### config.mk
export PLATFORM = sky130hd
export DESIGN_NAME = regfile_scb
export DESIGN_NICKNAME = d
export VERILOG_FILES = /design/src/rtl/regfile_pkg.sv /design/src/rtl/regfile_word.sv /design/src/rtl/regfile_scb.sv
export SDC_FILE = /design/constraint.sdc
export NUM_CORES = 2
export LEC_CHECK = 0
export CAP_MARGIN = 20
export CELL_PAD_IN_SITES_DETAIL_PLACEMENT = 1
export CELL_PAD_IN_SITES_GLOBAL_PLACEMENT = 2
export CORE_MARGIN = 5
export CORE_UTILIZATION = 50
export CTS_BUF_LIST = sky130_fd_sc_hd__clkbuf_16
export CTS_CLUSTER_SIZE = 20
export DETAILED_ROUTE_END_ITERATION = 12
export GPL_TIMING_DRIVEN = 0
export PLACE_DENSITY = 0.95
export SLEW_MARGIN = 20
export SYNTH_ARGS = -nofsm -noshare
export SYNTH_HDL_FRONTEND = slang
export SYNTH_SLANG_ARGS = --single-unit
### constraint.sdc
create_clock -name CLK -period 9.8 [get_ports CLK]
set_clock_uncertainty 0.2 [all_clocks]
set_input_delay 1.96 -clock CLK [delete_from_list [all_inputs] [get_ports CLK]]
set_output_delay 1.96 -clock CLK [all_outputs]
set_load 0.05 [all_outputs]
### src/rtl/regfile_pkg.sv
// regfile_pkg
// Shared constants and types for the register file with scoreboard.
//   DEF_WIDTH  : default data width of each register
//   DEF_ADDR_W : default address width (depth = 2**DEF_ADDR_W)
//   ZERO_IDX   : index of the hard-wired zero register
//   busy_vec_t : one busy bit per register at the default geometry
package regfile_pkg;

   localparam int DEF_WIDTH  = 32;
   localparam int DEF_ADDR_W = 5;
   localparam int ZERO_IDX   = 0;

   typedef logic [2**DEF_ADDR_W-1:0] busy_vec_t;

endpackage

### src/rtl/regfile_word.sv
// regfile_word
// One storage word of the register file: a falling-edge register with a
// load enable and a parametrised asynchronous reset value.
// Ports:
//   clk   : clock, state updates on the falling edge
//   rst_n : asynchronous active-low reset, loads RESET_VALUE
//   load  : load enable
//   d     : data in
//   q     : stored word
module regfile_word
   import regfile_pkg::*;
#(
   parameter int                WIDTH       = DEF_WIDTH,
   parameter logic [WIDTH-1:0]  RESET_VALUE = '0
) (
   input  logic             clk,
   input  logic             rst_n,
   input  logic             load,
   input  logic [WIDTH-1:0] d,
   output logic [WIDTH-1:0] q
);

   always_ff @(negedge clk or negedge rst_n) begin
      if (!rst_n) begin
         q <= RESET_VALUE;
      end else if (load) begin
         q <= d;
      end
   end

endmodule

### src/rtl/regfile_scb.sv
// regfile_scb
// Register file with two registered read ports, one write port and a
// per-register busy scoreboard. All state changes on the falling edge of CLK.
// Optional build macro: REGFILE_BYPASS_EN -- a same-edge read of WR_ADDR
// returns WR_DATA, and BUSYn is masked while a write to RD_ADDRn is present.
// Ports:
//   CLK, RESET               : clock (falling edge active), async active-low reset
//   WR_EN, WR_ADDR, WR_DATA  : write port; a write also clears busy[WR_ADDR]
//   RD_EN, RD_ADDR1/2        : read request for both ports
//   RD_DATA1/2, RD_VALID     : registered read data and its one-cycle strobe
//   RSV_EN, RSV_ADDR         : reserve port; sets busy[RSV_ADDR]
//   BUSY1, BUSY2             : combinational busy status of RD_ADDR1/2
// Read handshake: there is no ready; the consumer asserts RD_EN only when it
// accepts the result, and RD_VALID pulses for exactly the cycle after each
// sampled RD_EN. The block never stalls; the consumer gates RD_EN with BUSYn.
module regfile_scb
   import regfile_pkg::*;
#(
   parameter int               WIDTH       = DEF_WIDTH,
   parameter int               ADDR_W      = DEF_ADDR_W,
   parameter logic [WIDTH-1:0] RESET_VALUE = '0,
   parameter bit               ZERO_REG    = 1'b1
) (
   input  logic              CLK,
   input  logic              RESET,
   input  logic              WR_EN,
   input  logic [ADDR_W-1:0] WR_ADDR,
   input  logic [WIDTH-1:0]  WR_DATA,
   input  logic              RD_EN,
   input  logic [ADDR_W-1:0] RD_ADDR1,
   input  logic [ADDR_W-1:0] RD_ADDR2,
   output logic [WIDTH-1:0]  RD_DATA1,
   output logic [WIDTH-1:0]  RD_DATA2,
   output logic              RD_VALID,
   input  logic              RSV_EN,
   input  logic [ADDR_W-1:0] RSV_ADDR,
   output logic              BUSY1,
   output logic              BUSY2
);

   localparam int                DEPTH = 2**ADDR_W;
   localparam logic [ADDR_W-1:0] ZADDR = ADDR_W'(ZERO_IDX);

   logic [WIDTH-1:0] word_q [DEPTH];
   logic [DEPTH-1:0] busy;
   logic             wr_ok;
   logic             rsv_ok;
   logic [WIDTH-1:0] rd_word1;
   logic [WIDTH-1:0] rd_word2;

   // Writes and reserves aimed at the zero register are dropped here, so
   // neither the storage nor the scoreboard ever sees them.
   assign wr_ok  = WR_EN  && !(ZERO_REG && (WR_ADDR  == ZADDR));
   assign rsv_ok = RSV_EN && !(ZERO_REG && (RSV_ADDR == ZADDR));

   // Storage: one word per register; the zero register has no flop at all.
   for (genvar i = 0; i < DEPTH; i++) begin : g_word
      localparam logic [ADDR_W-1:0] IDX = ADDR_W'(i);
      if (ZERO_REG && (i == ZERO_IDX)) begin : g_zero
         assign word_q[i] = '0;
      end else begin : g_reg
         regfile_word #(
            .WIDTH       (WIDTH),
            .RESET_VALUE (RESET_VALUE)
         ) u_word (
            .clk   (CLK),
            .rst_n (RESET),
            .load  (wr_ok && (WR_ADDR == IDX)),
            .d     (WR_DATA),
            .q     (word_q[i])
         );
      end
   end

   // Scoreboard. The reserve is applied after the clear so that a same-edge
   // write and reserve to one address leaves it busy (new producer wins).
   always_ff @(negedge CLK or negedge RESET) begin
      if (!RESET) begin
         busy <= '0;
      end else begin
         if (wr_ok) begin
            busy[WR_ADDR] <= 1'b0;
         end
         if (rsv_ok) begin
            busy[RSV_ADDR] <= 1'b1;
         end
      end
   end

   // Read mux with optional write-to-read forwarding. wr_ok already excludes
   // the zero register, so forwarding can never make it non-zero.
   always_comb begin
      rd_word1 = word_q[RD_ADDR1];
      rd_word2 = word_q[RD_ADDR2];
      BUSY1    = busy[RD_ADDR1];
      BUSY2    = busy[RD_ADDR2];
`ifdef REGFILE_BYPASS_EN
      if (wr_ok && (WR_ADDR == RD_ADDR1)) begin
         rd_word1 = WR_DATA;
      end
      if (wr_ok && (WR_ADDR == RD_ADDR2)) begin
         rd_word2 = WR_DATA;
      end
      // The write in flight completes the pending value, so do not stall on it.
      if (WR_EN && (WR_ADDR == RD_ADDR1)) begin
         BUSY1 = 1'b0;
      end
      if (WR_EN && (WR_ADDR == RD_ADDR2)) begin
         BUSY2 = 1'b0;
      end
`endif
   end

   always_ff @(negedge CLK or negedge RESET) begin
      if (!RESET) begin
         RD_DATA1 <= '0;
         RD_DATA2 <= '0;
         RD_VALID <= 1'b0;
      end else begin
         RD_VALID <= RD_EN;
         if (RD_EN) begin
            RD_DATA1 <= rd_word1;
            RD_DATA2 <= rd_word2;
         end
      end
   end

endmodule

==> results by group <==
Final layout
  – Commonest non-fill, non-tap cells in the layout: 1096 x mux2_2, 1089 x dfrtn_1, 460 x mux4_2
  – Filler cells: 10600
  – Nets: 4163
  – Commonest non-fill, non-tap cell in the layout: mux2_2
  – Area grow syn2layout: 13.0%
  – Finished Core Util: 56.7%
  – Fraction of layout cells with a size suffix above 1: 46.4%

Floorplan
  – Io pins: 124
  – Chip Height: 348 um
  – Site Rows: 124
  – Die Wd: 348 um
  – Initial Utilization: 50.2%
  – DIE AREA: 121000 um^2
  – Core box area: 114000 um^2

Yosys
  – Post-Synthesis Cells: 3852
  – Post-synth ARST share: 100%
  – Post-synthesis compound-gate area fraction: 4.76%
  – Top FF cell, synth: dfrtn_1
  – Simple-gate share of the synthesized area: 2.40%
  – Adder-Cell Fraction of Synth Area: 0%
  – Synthesized area per cell: 14.9 um^2
  – Synth unique cells: 50
  – Yosys top cell by area: dfrtn_1
  – Main combinational cell family by area after synthesis: multiplexers
  – Proportion of synthesized area in mux cells: 41.7%
  – Synth Area in XOR/XNOR: 0%
  – Syn_nets: 3909
  – Post-synth EDFFs: 0
  – FF+latch count, synth: 1089
  – Top-area cell type share of the netlist area: 47.6%
  – Post-synthesis cell area: 57200 um^2
  – Synth top area cells: dfrtn_1 48%, mux2_2 22%, mux4_2 18%
  – Syn. warnings: 0
  – Post-synthesis sequential area ratio: 47.6%

Critical path
  – Crit-path max cell delay: 0.80 ns
  – Worst Path Required: 5.20 ns
  – Critical path fanouts, max: 10
  – Setup CP Type: in -> reg
  – Critical-path cell list: clkdlybuf4s50_1, buf_2, nand4_1, nor2_1, clkbuf_1, mux2_2
  – Startpoint types: input port
  – CP Data Arrival Time: 5.50 ns
  – Crit path max-delay cell type: clkbuf_1
  – Crit. End Element: flop

Timing
  – Max-slew headroom: 13.4%
  – Worst setup margin: -0.298 ns
  – Least-Margin Pin Slew: 1.30 ns
  – Final setup vio count: 147
  – Max-slew violations: 0
  – RSZ-0062 raised after global routing: true
  – Hold WS: 0.261 ns
  – Fin. Hold Viols: 0

Detailed routing
  – Detailed Route WL: 238000 um
  – Iteration-0 DRC Markers: 6003
  – Routed vias: 42700
  – # DRC: 0
  – Routed Antenna Nets: 0
  – Drt first pass iters: 8
  – Via-per-instance ratio: 7.46
  – Wire length per cell: 41.5 um

Clocking
  – Longest Clk Path Bufs: 3
  – Clock sinks: 1089
  – Post-CTS Hold Buffers: 0
  – # Post-CTS Setup Buffers: 0
  – CTS tree: done
  – Clock transition at the registers of the reported paths: 0.05 ns
  – Clk_lat worst skew: 0.68 ns
  – CTS root buffer: clkbuf_16
  – Cts bufs inserted: 116
  – # H-tree levels: 3

Power and ir drop
  – Gate power share: 23.1%
  – Leak: 0.0277 uW
  – Power share of the clock group: 32.3%
  – Sw Pwr: 4350 uW
  – Sequential fraction of design power: 44.7%
  – Int Power: 9620 uW
  – Switch share: 31.1%
  – Pwr/cell area: 216 nW/um^2
  – Peak supply drop: 0.150 mV

GRT
  – First-pass GRT wire length: 336000 um
  – Vias in the first global route: 45300
  – Largest net degree at the start of global routing: 146
  – Gr usage total: 38.7%
  – Total gr overflow: 0
  – Initial antenna violation count: 18

Run
  – MaxCap Viol Count: 0

Run status
  – Failing checks: setup timing
  – Outcome: finished, violations left

Placement
  – I/O Buffers: 117
  – Routability cong.: 0.972
  – Hpwl dp: 158000 um

Worst hold path
  – Worst Hold Class: reg -> reg
-- metrics by stage --
stage | power [uW] | setup TNS, ns | instance area (um^2) | std cells | worst slack [ns]
final | 14000 | -12.81 | 64700 | 5730 | -0.298
after global routing | 14300 | -1.36 | 64600 | 5719 | -0.0844
after CTS | 13800 | -0.237 | 64600 | 5716 | -0.0386
after detailed placement | 9290 | -385.84 | 60700 | 5498 | -1.69
after global placement | 9070 | - | 60300 | 5481 | -46.94
after floorplan | 8100 | 0 | 57200 | 3852 | 0.748
-- routing by layer --
metal / part of all wire [%] / up-vias / GRT usage (%)
li1: - / 15500 / -
met1: 35 / 22500 / 47.5
met2: 43 / 3570 / 56.4
met3: 13 / 1183 / 14.9
met4: 8.5 / 10 / 27.4
met5: 0.23 / - / 0.392
-- flip-flops by register name, indices dropped and copies added (netlist names) --
signal                 cells
RD_DATA2                  32
RD_VALID                   1
RD_DATA1                  32
busy                      32
g_word.g_reg.u_word.q    992
-- path summary, 6_finish.rpt --
check,from,endpoint,slack (ns),cells after the start
hold / removal,busy[0],busy[0],0.26,1
max in group asynchronous,RESET,g_word[23].g_reg.u_word.q[7],1.22,4
setup reg to reg,g_word[3].g_reg.u_word.q[14],RD_DATA1[14],7.40,5
setup / recovery,WR_ADDR[0],g_word[23].g_reg.u_word.q[6],-0.30,6
min in group asynchronous,RESET,g_word[19].g_reg.u_word.q[23],5.80,1
hold reg to reg,busy[0],busy[0],0.26,1
-- layout make-up --
type / instances / area, um^2 / share of cell area [%]
inverter: 53 / 199 / 0.308
antenna: 12 / 30.0 / 0.0464
multi-input combinational: 2294 / 28100 / 43.4
tap: 1512 / 1890 / 2.93
clock buffer: 120 / 3000 / 4.64
clock inverter: 98 / 754 / 1.17
timing repair buffer: 136 / 1510 / 2.34
buffer: 416 / 1950 / 3.02
sequential: 1089 / 27300 / 42.1
-- power groups by stage --
| stage | logic [uW] | clock network (uW) | registers [uW] |
|---|---|---|---|
| 4_1_cts | 3140 | 4470 | 6180 |
| 6_report | 3220 | 4510 | 6240 |
| 2_1_floorplan | 2020 | 0 | 6080 |
| 3_5_place_dp | 3080 | 0 | 6210 |
| 5_1_grt | 3340 | 4680 | 6300 |
| 3_3_place_gp | 2930 | 0 | 6140 |
-- worst max-delay path: cells and delay by family --
kind	cells	cell delay [ns]
AND/OR/NAND/NOR	2	1.26
buffers and inverters	3	1.82
multiplexers	1	0.45
-- cell usage after synthesis (20+ instances only) --
cell type / n
mux2_2: 1096
mux2i_1: 78
buf_1: 46
o221ai_1: 35
o21ai_1: 26
buf_2: 79
clkbuf_1: 267
nor2_1: 95
nor2b_1: 55
nand2_1: 34
dfrtn_1: 1089
mux2_1: 36
a221oi_1: 79
o22ai_1: 28
a22oi_1: 20
a311o_1: 30
inv_1: 52
mux4_2: 460
a2111oi_0: 30
-- logic make-up (layout without fill, tap and decap cells) --
group                  after synthesis  count (layout)
DFF                               1089            1089
muxes                             1670            1670
buffers and inverters              469             823
other                                0              12
AOI/OAI and AO/OA                  350             350
and+or+nand+nor                    274             274
-- repair_timing --
item                       4_1_cts  5_1_grt
gates cloned                     0        0
resized for setup               70       47
setup endpoints to repair      235       96
Power figures use the tool's default switching activity.
